[config.mk]
export PLATFORM = sky130hd
export DESIGN_NAME = pix_pattern_gen
export DESIGN_NICKNAME = d
export VERILOG_FILES = /design/src/rtl/pix_pattern_gen.sv
export SDC_FILE = /design/constraint.sdc
export NUM_CORES = 1
export LEC_CHECK = 0
export ABC_AREA = 1
export CAP_MARGIN = 20
export CORE_ASPECT_RATIO = 1.5
export CORE_UTILIZATION = 30
export DETAILED_ROUTE_END_ITERATION = 10
export PLACE_DENSITY = 0.57
export SYNTH_ARGS = -nofsm -noshare
export SYNTH_HDL_FRONTEND = slang
export SYNTH_SLANG_ARGS = --single-unit
[constraint.sdc]
create_clock -name clk -period 6.44 [get_ports clk]
set_input_delay 1.932 -clock clk [delete_from_list [all_inputs] [get_ports clk]]
set_output_delay 1.932 -clock clk [all_outputs]
set_load 0.1 [all_outputs]
[src/rtl/pix_pattern_gen.sv]
// Camera-style pixel pattern source: FV/LV/data timing generator with four test patterns.
// Frame geometry is captured at frame start, so input changes only affect the next frame.
module pix_pattern_gen #(
  parameter int FV_LEAD_CYC  = 8,
  parameter int FV_TRAIL_CYC = 8
) (
  input  logic        clk,
  input  logic        reset,
  input  logic        enable,
  input  logic [1:0]  mode,
  input  logic [11:0] h_active,
  input  logic [11:0] h_blank,
  input  logic [11:0] v_active,
  input  logic [15:0] v_blank,
  output logic        pix_fv,
  output logic        pix_lv,
  output logic [11:0] pix_data,
  output logic [15:0] frame_count,
  output logic        busy
);

  typedef enum logic [2:0] {
    S_IDLE     = 3'd0,
    S_FV_LEAD  = 3'd1,
    S_LINE     = 3'd2,
    S_HBLANK   = 3'd3,
    S_FV_TRAIL = 3'd4,
    S_VBLANK   = 3'd5
  } state_t;

  localparam logic [15:0] LEAD_LOAD  = 16'(FV_LEAD_CYC - 1);
  localparam logic [15:0] TRAIL_LOAD = 16'(FV_TRAIL_CYC - 1);

  state_t      state_r;
  logic [15:0] cnt_r;
  logic [11:0] col_r;
  logic [11:0] row_r;
  logic [1:0]  mode_r;
  logic [11:0] h_act_r;
  logic [11:0] h_blank_r;
  logic [11:0] v_act_r;
  logic [15:0] v_blank_r;
  logic        fv_r;
  logic        lv_r;
  logic [11:0] data_r;
  logic [15:0] frame_cnt_r;
  logic        busy_r;

  logic        start_frame_s;
  logic        cnt_done_s;
  logic        last_line_s;

  function automatic logic [11:0] pattern_f(input logic [1:0]  m,
                                            input logic [11:0] c,
                                            input logic [11:0] r,
                                            input logic [15:0] fc);
    logic [11:0] p;
    case (m)
      2'd0:    p = c;
      2'd1:    p = r;
      2'd2:    p = (c[3] ^ r[3]) ? 12'hFFF : 12'h000;
      2'd3:    p = {fc[3:0], c[7:0]};
      default: p = 12'h000;
    endcase
    return p;
  endfunction

  // Frame-start and end-of-state decode from the current registered state.
  always_comb begin
    start_frame_s = 1'b0;
    cnt_done_s    = (cnt_r == 16'd0);
    last_line_s   = (row_r == (v_act_r - 12'd1));
    case (state_r)
      S_IDLE:   start_frame_s = enable;
      S_VBLANK: start_frame_s = cnt_done_s & enable;
      default:  start_frame_s = 1'b0;
    endcase
  end

  // Timing FSM with counters and registered video outputs.
  always_ff @(posedge clk or posedge reset) begin
    if (reset) begin
      state_r     <= S_IDLE;
      cnt_r       <= 16'd0;
      col_r       <= 12'd0;
      row_r       <= 12'd0;
      mode_r      <= 2'd0;
      h_act_r     <= 12'd1;
      h_blank_r   <= 12'd1;
      v_act_r     <= 12'd1;
      v_blank_r   <= 16'd0;
      fv_r        <= 1'b0;
      lv_r        <= 1'b0;
      data_r      <= 12'd0;
      frame_cnt_r <= 16'd0;
      busy_r      <= 1'b0;
    end else begin
      case (state_r)
        S_IDLE: begin
          fv_r   <= 1'b0;
          lv_r   <= 1'b0;
          data_r <= 12'd0;
          busy_r <= 1'b0;
        end
        S_FV_LEAD: begin
          if (cnt_done_s) begin
            state_r <= S_LINE;
            lv_r    <= 1'b1;
            col_r   <= 12'd0;
            data_r  <= pattern_f(mode_r, 12'd0, row_r, frame_cnt_r);
            cnt_r   <= {4'd0, h_act_r - 12'd1};
          end else begin
            cnt_r <= cnt_r - 16'd1;
          end
        end
        S_LINE: begin
          if (cnt_done_s) begin
            lv_r   <= 1'b0;
            data_r <= 12'd0;
            row_r  <= row_r + 12'd1;
            if (last_line_s) begin
              state_r <= S_FV_TRAIL;
              cnt_r   <= TRAIL_LOAD;
            end else begin
              state_r <= S_HBLANK;
              cnt_r   <= {4'd0, h_blank_r - 12'd1};
            end
          end else begin
            col_r  <= col_r + 12'd1;
            data_r <= pattern_f(mode_r, col_r + 12'd1, row_r, frame_cnt_r);
            cnt_r  <= cnt_r - 16'd1;
          end
        end
        S_HBLANK: begin
          if (cnt_done_s) begin
            state_r <= S_LINE;
            lv_r    <= 1'b1;
            col_r   <= 12'd0;
            data_r  <= pattern_f(mode_r, 12'd0, row_r, frame_cnt_r);
            cnt_r   <= {4'd0, h_act_r - 12'd1};
          end else begin
            cnt_r <= cnt_r - 16'd1;
          end
        end
        S_FV_TRAIL: begin
          if (cnt_done_s) begin
            fv_r        <= 1'b0;
            frame_cnt_r <= frame_cnt_r + 16'd1;
            // Zero blanking skips S_VBLANK; S_IDLE then makes the run/stop decision.
            if (v_blank_r == 16'd0) begin
              state_r <= S_IDLE;
              busy_r  <= 1'b0;
            end else begin
              state_r <= S_VBLANK;
              cnt_r   <= v_blank_r - 16'd1;
            end
          end else begin
            cnt_r <= cnt_r - 16'd1;
          end
        end
        S_VBLANK: begin
          if (cnt_done_s) begin
            state_r <= S_IDLE;
            busy_r  <= 1'b0;
          end else begin
            cnt_r <= cnt_r - 16'd1;
          end
        end
        default: begin
          state_r <= S_IDLE;
          fv_r    <= 1'b0;
          lv_r    <= 1'b0;
          data_r  <= 12'd0;
          busy_r  <= 1'b0;
        end
      endcase

      if (start_frame_s) begin
        state_r   <= S_FV_LEAD;
        fv_r      <= 1'b1;
        lv_r      <= 1'b0;
        data_r    <= 12'd0;
        busy_r    <= 1'b1;
        cnt_r     <= LEAD_LOAD;
        col_r     <= 12'd0;
        row_r     <= 12'd0;
        mode_r    <= mode;
        h_act_r   <= (h_active == 12'd0) ? 12'd1 : h_active;
        h_blank_r <= (h_blank == 12'd0) ? 12'd1 : h_blank;
        v_act_r   <= (v_active == 12'd0) ? 12'd1 : v_active;
        v_blank_r <= v_blank;
      end
    end
  end

  assign pix_fv      = fv_r;
  assign pix_lv      = lv_r;
  assign pix_data    = data_r;
  assign frame_count = frame_cnt_r;
  assign busy        = busy_r;

endmodule

==> parameters.txt, run 1 <==
Parameter                              Value

STA
  Final setup viols ... 0
  Maximum clock skew at final layout ... 0.00831 ns
  RSZ-0062 raised after global routing ... no
  Final critical-path share of the clock period ... 62.8%
  Relative max-transition margin ... 25.9%
  Achievable Freq ... 0.247 GHz
  Accumulated negative setup slack ... 0 ns
  Number of failing hold endpoints at the final stage ... 0
  Max Slew Vio Count ... 0
  Worst Max-Slew Pin Slew ... 1.11 ns
  Min Clock Period, post-route ... 4.05 ns
  Hold_ws ... 0.469 ns

Detailed routing
  Total number of vias ... 7895
  First-pass iteration count of the detailed router ... 10
  DRC violation count after routing ... 2
  Final Routed Wirelength ... 24.7 mm
  Routed via count divided by cell count ... 4.89
  Number of DRC markers after the initial detailed-route iteration ... 484
  Number of nets still failing antenna checks after routing ... 0
  Average wire length per cell after detail routing ... 15.3 µm

Cells and area
  Number of antenna repair diodes ... 0
  Fraction of layout instances using a drive strength above 1 ... 6.37%
  FILL cells ... 2852
  Area growth, synth to finish ... 20.7%
  Nets ... 1326
  Utilization after layout ... 36.9%
  Design Area, Final ... 10100 µm²

Setup path
  Start of the worst register-to-register path ... cnt_r[0]$_DFFE_PP0P_
  Peak fanout along the critical path ... 6
  Reg-to-reg slack, setup ... 2.88 ns
  Worst endpoint data arrival time ... 2.11 ns
  Critical Path End Type ... primary output
  List of cells traversed by the critical path ... clkdlybuf4s50_1
  Worst path top cell family by delay ... buffers and inverters
  Highest-delay cell along the critical path ... sky130_fd_sc_hd__clkdlybuf4s50_1
  CP startpoint kind ... flop
  Depth of the most critical reg-to-reg path ... 10
  Worst setup path category ... flop to primary output
  End of the worst register-to-register path ... col_r[7]$_DFFE_PP0P_
  Critical Path Max Stage Delay ... 1.19 ns
  Worst Path Required ... 4.51 ns
  Worst path bufs/invs ... 1

Global route
  Remaining global-route overflow ... 0
  Met3 track demand over resource in global routing ... 2.50%
  Grt met2 use ... 36.3%
  Total routing usage reported by global routing ... 18.3%
  Global-route wire length before repair ... 40.4 mm
  Number of global-route vias before repair ... 8019
  Met1 routing resource usage after global routing ... 17.9%
  Pin count of the biggest net entering global routing ... 70
  Highest-utilization routing layer at the global route stage ... met2
  Number of antenna violations at the first check in global routing ... 0

Min path
  WHS Path Cells ... 1
  Worst Hold Endpoint ... frame_count[15]$_DFFE_PP0P_
  Worst Hold Class ... flop to flop
  Hold Crit Start ... frame_count[15]$_DFFE_PP0P_

Clock tree
  Clock root cell ... sky130_fd_sc_hd__clkbuf_16
  Source-to-sink clock delay at the later pin of the worst-skew pair ... 0.43 ns
  Setup repair bufs after CTS ... 0
  TritonCTS Buffers ... 17
  TritonCTS clock tree ... yes
  Clock Sink Count ... 128
  H-tree levels ... 4
  Number of buffers added to fix hold violations after cts ... 0
  Post-CTS clock slew at the launch and capture registers of the worst setup and hold paths ... 0.06 ns
  Bufs on Longest Clock Path ... 2
  Post-cts resize count ... 0

Floorplan
  Die footprint ... 28500 µm²
  Overall die height ... 206 µm
  Die width ... 138 µm
  Ports placed on the boundary ... 88
  Core Area ... 27300 µm²
  Placement Rows ... 74
  Initial Util ... 30.5%

Place
  Half-perimeter wire length of the detailed placement result ... 18.9 mm
  Post-placement cell area ... 9500 µm²
  Global placer's final weighted congestion ... 0.859
  Number of I/O port buffers ... 87

Synth
  Post-synthesis cell count ... 1178
  Seq/Total Area, Yosys ... 38.4%
  Post-synth net total ... 1244
  Post-synthesis cell area ... 8340 µm²
  Number of flip-flops and latches in the synthesized netlist ... 128
  Number of unique standard cell types used by synthesis ... 48
  Avg Cell Area, Syn ... 7.08 µm²
  Number of synthesis warnings ... 0

Job
  Max_cap viols ... 0

Pwr
  Leak Pwr ... 4.67 nW
  Highest ir drop seen on vdd ... 0.000166 V
  Pwr Density ... 176 nW/µm²

Status
  Status ... finished, violations left
  Failing checks ... DRC
[layout make-up]
type                       instances  area (µm²)  area share (%)
clock buffer                      26         519            5.16
clock inverter                     5        27.5           0.273
inverter                         139         527            5.23
multi-input combinational        882        4440            44.1
sequential                       128        3210            31.9
tap                              342         428            4.25
timing repair buffer              92         921            9.15
[cells by family (layout without fill, tap and decap cells)]
family	Yosys count	count (layout)	share of synthesized area, %
AND/OR/NAND/NOR	649	649	34.2
buffers and inverters	168	262	8.37
AO/OA/AOI/OAI	158	158	10.8
flip-flops	128	128	38.4
XOR/XNOR	66	66	6.93
adder cells (fa/ha/maj)	9	9	1.35
[sequential cells by signal, indices dropped and copies added, names as in the netlist, 2 cells and up]
name	flops
cnt_r	16
col_r	12
frame_count	16
h_act_r	12
h_blank_r	12
mode_r	2
pix_data	12
row_r	12
state_r	3
v_act_r	12
v_blank_r	16
[Yosys cell counts, drive strengths merged]
| cell | n | area share, % |
|---|---|---|
| nor2 | 118 | 6.5 |
| ha | 9 | 1.3 |
| dfstp | 3 | 0.94 |
| clkinv | 1 | 0.045 |
| o21a | 1 | 0.090 |
| o31ai | 1 | 0.090 |
| a21boi | 2 | 0.22 |
| nand3 | 73 | 4.6 |
| inv | 138 | 6.2 |
| o21ai | 91 | 5.5 |
| nand3b | 4 | 0.36 |
| nor3 | 29 | 2.1 |
| clkbuf | 7 | 0.31 |
| xnor2 | 13 | 1.4 |
| and2 | 1 | 0.075 |
| nor4 | 8 | 0.60 |
| o22ai | 10 | 0.82 |
| or2 | 7 | 0.52 |
| nand4 | 23 | 1.7 |
| nand2 | 383 | 17 |
| buf | 22 | 1.8 |
| xor2 | 53 | 5.6 |
| a32oi | 1 | 0.10 |
| o221ai | 1 | 0.18 |
| dfrtp | 125 | 37 |
| a21oi | 30 | 1.8 |
| a22oi | 4 | 0.36 |
| o211ai | 14 | 1.3 |
| nor3b | 3 | 0.33 |
| a41oi | 3 | 0.31 |
[per-stage QoR]
stage | setup slack [ns] | power [W] | instances
2_1_floorplan | 1.10 | 0.000833 | 1178
3_3_place_gp | 2.16 | 0.000882 | 1582
3_5_place_dp | 2.09 | 0.000882 | 1582
4_1_cts | 2.37 | 0.00179 | 1613
5_1_grt | 2.31 | 0.00183 | 1614
6_report | 2.39 | 0.00177 | 1614
[worst max-delay path by stage]
stage,start,endpoint,cells after the start
finish,frame_count[2]$_DFFE_PP0P_,frame_count[2],1
CTS,frame_count[2]$_DFFE_PP0P_,frame_count[2],1
global placement,enable,v_blank_r[13]$_DFFE_PP0P_,7
global route,enable,col_r[10]$_DFFE_PP0P_,7
floorplan,reset,busy$_DFFE_PP0P_,1
detailed placement,enable,v_blank_r[12]$_DFFE_PP0P_,7
[layer usage]
layer	vias up	share of wire, %
met5	-	0
met4	0	4.9
met3	66	2.4
met2	151	56
met1	3728	37
li1	3950	-
[report_power, final]
| group | leakage (nW) | switching [W] | internal (W) |
|---|---|---|---|
| sequential | 1.48 | 0 | 0.000805 |
| clock | 0.272 | 0.000355 | 0.000548 |
| combinational | 2.91 | 0.0000283 | 0.0000320 |
[cell usage in the layout, fill, tap and decap left out, drive strengths merged, types with 2 or more instances in the layout]
| cell | instances |
|---|---|
| clkdlybuf4s50 | 87 |
| nor2 | 118 |
| nand3b | 4 |
| dfrtp | 125 |
| ha | 9 |
| nor4 | 8 |
| xnor2 | 13 |
| inv | 138 |
| dfstp | 3 |
| nand4 | 23 |
| o21ai | 91 |
| nand2 | 383 |
| or2 | 7 |
| nor3 | 29 |
| clkinv | 5 |
| o22ai | 10 |
| a21oi | 30 |
| a21boi | 2 |
| clkbuf | 26 |
| xor2 | 53 |
| a41oi | 3 |
| a22oi | 4 |
| nor3b | 3 |
| nand3 | 73 |
| buf | 5 |
| o211ai | 14 |
Power figures use the tool's default switching activity.
==> run 2: changes to the inputs <==
==> constraint.sdc (replaced) <==
create_clock -name clk -period 3.9 [get_ports clk]
set_input_delay 1.17 -clock clk [delete_from_list [all_inputs] [get_ports clk]]
set_output_delay 1.17 -clock clk [all_outputs]
set_load 0.1 [all_outputs]
==> run 2 against run 1 <==
Compared with the run above:
- the flow still finishes with violations (DRC)
- flip-flop and latch count is the same
- critical path depth did not move
- sequential power rose by 65%
- design area grew 0.20%
- first-iteration DRC count grew 16%
- global-route usage increased by 0.060 points
- combinational power increased by 69%
- hold slack about the same
- count of clock-buffer cells in the layout rose by 1
- largest power group unchanged
==> parameters.txt, run 2 (synthesis gave the netlist of run 1 again) <==
Parameter                              Value

Floorplan
  Die footprint ... 28500 µm² (unchanged)
  Ports placed on the boundary ... 88 (unchanged)
  Die width ... 138 µm (unchanged)
  Initial Util ... 30.5% (unchanged)
  Overall die height ... 206 µm (unchanged)
  Placement Rows ... 74 (unchanged)
  Core Area ... 27300 µm² (unchanged)

STA
  Final setup viols ... 0 (unchanged)
  Achievable Freq ... 0.324 GHz
  Min Clock Period, post-route ... 3.09 ns
  Max Slew Vio Count ... 0 (unchanged)
  Relative max-transition margin ... 35.7% (+9.9 points)
  Final critical-path share of the clock period ... 79.1%
  RSZ-0062 raised after global routing ... no
  Accumulated negative setup slack ... 0 ns (unchanged)
  Worst Max-Slew Pin Slew ... 0.961 ns (-0.151 ns)
  Maximum clock skew at final layout ... 0.00770 ns (-0.000610 ns)
  Number of failing hold endpoints at the final stage ... 0 (unchanged)

Detailed routing
  Total number of vias ... 7863 (-0.41%)
  First-pass iteration count of the detailed router ... 8 (-2)
  Final Routed Wirelength ... 24.9 mm (+0.81%)
  Average wire length per cell after detail routing ... 15.4 µm (+0.49%)
  Routed via count divided by cell count ... 4.86 (-0.71%)
  Number of nets still failing antenna checks after routing ... 0 (unchanged)
  Number of DRC markers after the initial detailed-route iteration ... 560 (+16%)
  DRC violation count after routing ... 4 (+2)

Place
  Number of I/O port buffers ... 87 (unchanged)
  Global placer's final weighted congestion ... 0.876 (+2.0%)
  Half-perimeter wire length of the detailed placement result ... 19.0 mm (+0.53%)
  Post-placement cell area ... 9490 µm² (-0.12%)

Clock tree
  Source-to-sink clock delay at the later pin of the worst-skew pair ... 0.43 ns (about the same)
  Clock Sink Count ... 128 (unchanged)
  Bufs on Longest Clock Path ... 2 (unchanged)
  Clock root cell ... sky130_fd_sc_hd__clkbuf_16
  Post-CTS clock slew at the launch and capture registers of the worst setup and hold paths ... 0.05 ns (about the same)
  H-tree levels ... 4 (unchanged)
  Number of buffers added to fix hold violations after cts ... 0 (unchanged)
  Setup repair bufs after CTS ... 0 (unchanged)
  Post-cts resize count ... 0 (unchanged)
  TritonCTS Buffers ... 17 (unchanged)
  TritonCTS clock tree ... yes

Cells and area
  Number of antenna repair diodes ... 0 (unchanged)
  Most frequent cells in the layout ... sky130_fd_sc_hd__nand2_1 (380), sky130_fd_sc_hd__inv_1 (126), sky130_fd_sc_hd__dfrtp_1 (125), sky130_fd_sc_hd__nor2_1 (105), sky130_fd_sc_hd__o21ai_0 (79)
  Nets ... 1330 (+0.30%)
  Design Area, Final ... 10100 µm² (+0.20%)
  Fraction of layout instances using a drive strength above 1 ... 9.01% (+2.6 points)
  Area growth, synth to finish ... 20.9%
  Most common cell after layout, fill and taps aside ... sky130_fd_sc_hd__nand2_1
  FILL cells ... 2831 (-0.74%)

Setup path
  Worst path top cell family by delay ... buffers and inverters
  End of the worst register-to-register path ... v_act_r[4]$_DFFE_PP0P_
  Peak fanout along the critical path ... 2 (-4)
  Worst Path Required ... 2.73 ns (-1.78 ns)
  Depth of the most critical reg-to-reg path ... 11 (+1)
  List of cells traversed by the critical path ... clkdlybuf4s50_1
  CP startpoint kind ... flop
  Start of the worst register-to-register path ... cnt_r[0]$_DFFE_PP0P_
  Worst path bufs/invs ... 1 (unchanged)
  Cell count along the critical path ... 1 (unchanged)
  Highest-delay cell along the critical path ... sky130_fd_sc_hd__clkdlybuf4s50_1
  Reg-to-reg slack, setup ... 1.04 ns (-1.84 ns)
  End point of the critical path ... pix_data[6]
  Worst setup path category ... flop to primary output
  Critical Path End Type ... primary output
  Critical Path Max Stage Delay ... 1.13 ns (-0.06 ns)
  Source of the critical timing path ... pix_data[6]$_DFFE_PP0P_
  Worst endpoint data arrival time ... 1.92 ns (-0.19 ns)

Global route
  Global-route wire length before repair ... 40.5 mm (+0.19%)
  Remaining global-route overflow ... 0 (unchanged)
  Number of global-route vias before repair ... 8046 (+0.34%)
  Pin count of the biggest net entering global routing ... 72 (+2.9%)
  Number of antenna violations at the first check in global routing ... 0 (unchanged)
  Total routing usage reported by global routing ... 18.4% (+0.060 points)

Pwr
  Leak Pwr ... 4.77 nW (+2.3%)
  Pwr Density ... 304 nW/µm² (+73%)
  Highest ir drop seen on vdd ... 0.000250 V (+51%)

Status
  Failing checks ... DRC
  Status ... finished, violations left

Min path
  Hold Crit Start ... frame_count[15]$_DFFE_PP0P_
  Worst Hold Class ... flop to flop

Job
  Max_cap viols ... 0 (unchanged)
==> run 2: cell types whose count changed in the layout (fill, tap and decap cells not counted), sizes merged <==
cell and delta:
buf +34, bufinv +2, clkbuf +1, clkdlybuf4s50 -30
clkinv -1, inv -1
==> run 2: layout make-up <==
| type | instances | area, µm² | share of cell area (%) |
|---|---|---|---|
| multi-input combinational | 882 | 4440 | 44.0 |
| clock inverter | 5 | 75.1 | 0.744 |
| sequential | 128 | 3210 | 31.8 |
| inverter | 139 | 528 | 5.23 |
| timing repair buffer | 96 | 888 | 8.81 |
| clock buffer | 27 | 523 | 5.18 |
| tap | 342 | 428 | 4.24 |
==> run 2: metal layers <==
metal	part of all wire, %	track usage (%)	wire, µm
met5	0	0	0
met3	2.5	2.94	631
met1	37	17.7	9240
met4	3.6	9.47	906
met2	57	37.2	14100
==> run 2: how the worst min path moves through the flow <==
stage / end / depth (start not counted)
floorplan: h_act_r[11]$_DFFE_PP0P_ / 2
global placement: pix_fv$_DFFE_PP0P_ / 2
detailed placement: frame_count[15]$_DFFE_PP0P_ / 1
CTS: frame_count[15]$_DFFE_PP0P_ / 1
global route: frame_count[15]$_DFFE_PP0P_ / 1
finish: frame_count[15]$_DFFE_PP0P_ / 1
==> run 2: metrics by stage <==
| stage | hold WS (ns) | utilization (%) | total power [W] | std cells | worst slack [ns] |
|---|---|---|---|---|---|
| final | 0.469 | 36.9 | 0.00307 | 1619 | 0.814 |
| after floorplan | 0.463 | - | 0.00138 | 1178 | 1.15 |
| after global routing | 0.501 | 36.9 | 0.00315 | 1619 | 0.704 |
| after global placement | 0.461 | 34.7 | 0.00146 | 1587 | 0.943 |
| after detailed placement | 0.463 | 34.7 | 0.00146 | 1587 | 0.914 |
| after CTS | 0.470 | 36.9 | 0.00310 | 1619 | 0.797 |
==> run 2: report_power, final <==
group	total, W	switching [W]	leakage [nW]	internal [W]
clock network	0.00164	0.000597	0.297	0.00104
registers	0.00133	0	1.48	0.00133
logic	0.000102	0.0000477	2.99	0.0000542
==> run 3: changes to the inputs <==
--- a/config.mk
+++ b/config.mk
@@ -10,7 +10,7 @@
 export CORE_ASPECT_RATIO = 1.5
 export CORE_UTILIZATION = 30
 export DETAILED_ROUTE_END_ITERATION = 10
-export PLACE_DENSITY = 0.57
+export PLACE_DENSITY = 0.58
 export SYNTH_ARGS = -nofsm -noshare
 export SYNTH_HDL_FRONTEND = slang
 export SYNTH_SLANG_ARGS = --single-unit
==> constraint.sdc (replaced) <==
create_clock -name clk -period 2.7 [get_ports clk]
set_input_delay 0.81 -clock clk [delete_from_list [all_inputs] [get_ports clk]]
set_output_delay 0.81 -clock clk [all_outputs]
set_load 0.1 [all_outputs]
==> run 3 against run 2 <==
Compared with the run above:
- the flow still finishes with violations (DRC)
- first-iteration DRC count fell by 5.2%
- setup slack lost 0.50 ns
- sequential power up 44%
- total power rose by 46%
- sequential share of layout area shrank 0.32 points
- via count up 1.5%
- global-route usage increased by 0.36 points
- hold slack improved by 0.015 ns
- non-clock buffer count up 11
- critical path depth grew 10
- clock skew increased by 0.0011 ns
- highest routed layer unchanged
==> parameters.txt, run 3 (synthesis gave the netlist of run 1 again) <==
Parameter                              Value

Floorplan
  Overall die height ... 206 µm (unchanged)
  Die footprint ... 28500 µm² (unchanged)
  Initial Util ... 30.5% (unchanged)
  Core Area ... 27300 µm² (unchanged)
  Ports placed on the boundary ... 88 (unchanged)
  Placement Rows ... 74 (unchanged)
  Die width ... 138 µm (unchanged)

Min path
  Worst Hold Class ... flop to flop
  WHS Path Cells ... 2 (+1)

Clock tree
  Source-to-sink clock delay at the later pin of the worst-skew pair ... 0.43 ns (about the same)
  Bufs on Longest Clock Path ... 2 (unchanged)
  Number of buffers added to fix hold violations after cts ... 0 (unchanged)
  H-tree levels ... 4 (unchanged)
  Clock root cell ... sky130_fd_sc_hd__clkbuf_16
  Post-CTS clock slew at the launch and capture registers of the worst setup and hold paths ... 0.06 ns (about the same)
  TritonCTS Buffers ... 17 (unchanged)
  TritonCTS clock tree ... yes
  Clock Sink Count ... 128 (unchanged)

Setup path
  Peak fanout along the critical path ... 12 (+10)
  Depth of the most critical reg-to-reg path ... 11 (unchanged)
  Worst setup path category ... flop to flop
  CP startpoint kind ... flop
  Worst endpoint data arrival time ... 2.73 ns (+0.81 ns)
  Worst Path Required ... 3.04 ns (+0.31 ns)
  Critical Path End Type ... flop

STA
  Worst Max-Slew Pin Slew ... 0.716 ns (-0.245 ns)
  Relative max-transition margin ... 52.1% (+16 points)
  Min Clock Period, post-route ... 2.39 ns
  Accumulated negative setup slack ... 0 ns (unchanged)
  RSZ-0062 raised after global routing ... no
  Maximum clock skew at final layout ... 0.00882 ns (+0.00112 ns)
  Number of failing hold endpoints at the final stage ... 0 (unchanged)
  Achievable Freq ... 0.418 GHz
  Final critical-path share of the clock period ... 88.5%
  Final setup viols ... 0 (unchanged)
  Max Slew Vio Count ... 0 (unchanged)

Global route
  Met1 routing resource usage after global routing ... 18.4% (+0.71 points)
  Global-route wire length before repair ... 41.4 mm (+2.3%)
  Pin count of the biggest net entering global routing ... 75 (+4.2%)
  Number of antenna violations at the first check in global routing ... 0 (unchanged)
  Highest-utilization routing layer at the global route stage ... met2
  Remaining global-route overflow ... 0 (unchanged)
  Number of global-route vias before repair ... 8178 (+1.6%)
  Total routing usage reported by global routing ... 18.7% (+0.36 points)
  Met3 track demand over resource in global routing ... 2.99% (+0.046 points)
  Grt met2 use ... 36.6% (-0.56 points)

Place
  Global placer's final weighted congestion ... 0.899 (+2.6%)
  Post-placement cell area ... 9580 µm² (+0.98%)
  Placed Instances ... 1598 (+0.69%)
  Number of I/O port buffers ... 87 (unchanged)
  Half-perimeter wire length of the detailed placement result ... 19.6 mm (+3.1%)

Detailed routing
  Total number of vias ... 7978 (+1.5%)
  Number of nets still failing antenna checks after routing ... 0 (unchanged)
  Final Routed Wirelength ... 25.3 mm (+1.6%)
  Number of DRC markers after the initial detailed-route iteration ... 531 (-5.2%)
  First-pass iteration count of the detailed router ... 8 (unchanged)
  DRC violation count after routing ... 2 (-2)
  Routed via count divided by cell count ... 4.89 (+0.78%)
  Average wire length per cell after detail routing ... 15.5 µm (+0.87%)

Cells and area
  Design Area, Final ... 10200 µm² (+1.0%)
  Nets ... 1341 (+0.83%)
  Area growth, synth to finish ... 22.1%
  Fraction of layout instances using a drive strength above 1 ... 10.2% (+1.2 points)
  Number of antenna repair diodes ... 0 (unchanged)
  Final instance count without filler cells ... 1630 (+0.68%)
  Most frequent cells in the layout ... sky130_fd_sc_hd__nand2_1 (379), sky130_fd_sc_hd__inv_1 (126), sky130_fd_sc_hd__dfrtp_1 (125), sky130_fd_sc_hd__nor2_1 (105), sky130_fd_sc_hd__o21ai_0 (79)
  FILL cells ... 2880 (+1.7%)
  Most common cell after layout, fill and taps aside ... sky130_fd_sc_hd__nand2_1

Status
  Failing checks ... DRC
  Status ... finished, violations left

Pwr
  Pwr Density ... 439 nW/µm² (+44%)
  Leak Pwr ... 4.82 nW (+1.0%)
  Highest ir drop seen on vdd ... 0.000379 V (+51%)

Job
  Max_cap viols ... 0 (unchanged)
run 3: routing by layer:
layer	part of all wire, %	wire [µm]	vias up
met2	55	13900	144
met5	0	0	-
li1	-	-	3987
met4	5.5	1400	0
met1	37	9340	3774
met3	2.4	602	73
run 3: worst max-delay path, cell delays in order, from the launching register on:
cell                      delay, ns
sky130_fd_sc_hd__dfrtp_1       0.41
sky130_fd_sc_hd__inv_1         0.19
sky130_fd_sc_hd__ha_1          0.31
sky130_fd_sc_hd__nand2_1       0.08
sky130_fd_sc_hd__nor3_1        0.19
sky130_fd_sc_hd__nand2_2       0.17
sky130_fd_sc_hd__nor2_1        0.19
sky130_fd_sc_hd__nand2_1       0.08
sky130_fd_sc_hd__nand3_1       0.12
sky130_fd_sc_hd__nand2_1       0.16
sky130_fd_sc_hd__buf_4         0.22
sky130_fd_sc_hd__o21ai_0       0.17
run 3: final timing paths:
path,from,end,slack (ns)
worst max-delay path,cnt_r[0]$_DFFE_PP0P_,pix_data[5]$_DFFE_PP0P_,0.31
worst min-delay path,pix_data[11]$_DFFE_PP0P_,pix_data[11]$_DFFE_PP0P_,0.48
worst max register to register,cnt_r[0]$_DFFE_PP0P_,pix_data[5]$_DFFE_PP0P_,0.31
worst min register to register,pix_data[11]$_DFFE_PP0P_,pix_data[11]$_DFFE_PP0P_,0.48
max in group asynchronous,reset,v_blank_r[4]$_DFFE_PP0P_,1.32
min in group asynchronous,reset,v_act_r[9]$_DFFE_PP0P_,0.69
run 3: report_power, final:
part | total [W] | internal (W) | switching (W)
logic | 0.000147 | 0.0000811 | 0.0000664
clock network | 0.00241 | 0.00148 | 0.000931
registers | 0.00192 | 0.00192 | 0
total | 0.00447 | 0.00348 | 0.000998
run 3: cell type report:
class,instances,area (µm²),area share (%)
flip-flops and latches,128,3210,31.5
well taps,342,428,4.20
clock buffers,19,443,4.35
clock inverters,13,161,1.58
repair buffers,107,981,9.63
multi-input cells,882,4440,43.6
inverters,139,528,5.18
run 3: per-stage QoR:
step	hold WS (ns)	total power (W)	setup WS [ns]	util (%)
6_report	0.485	0.00447	0.311	37.3
5_1_grt	0.505	0.00462	0.0449	37.3
4_1_cts	0.477	0.00453	0.291	37.3
3_5_place_dp	0.461	0.00211	0.233	35.1
3_3_place_gp	0.460	0.00211	0.250	35.1
2_1_floorplan	0.463	0.00199	0.311	-
run 3: timing repair:
item / in CTS / in global routing
resized for setup: 0 / 1
buffers inserted: 0 / 0
endpoints found under the setup margin: 0 / 2
hold endpoints to repair: 0 / 0
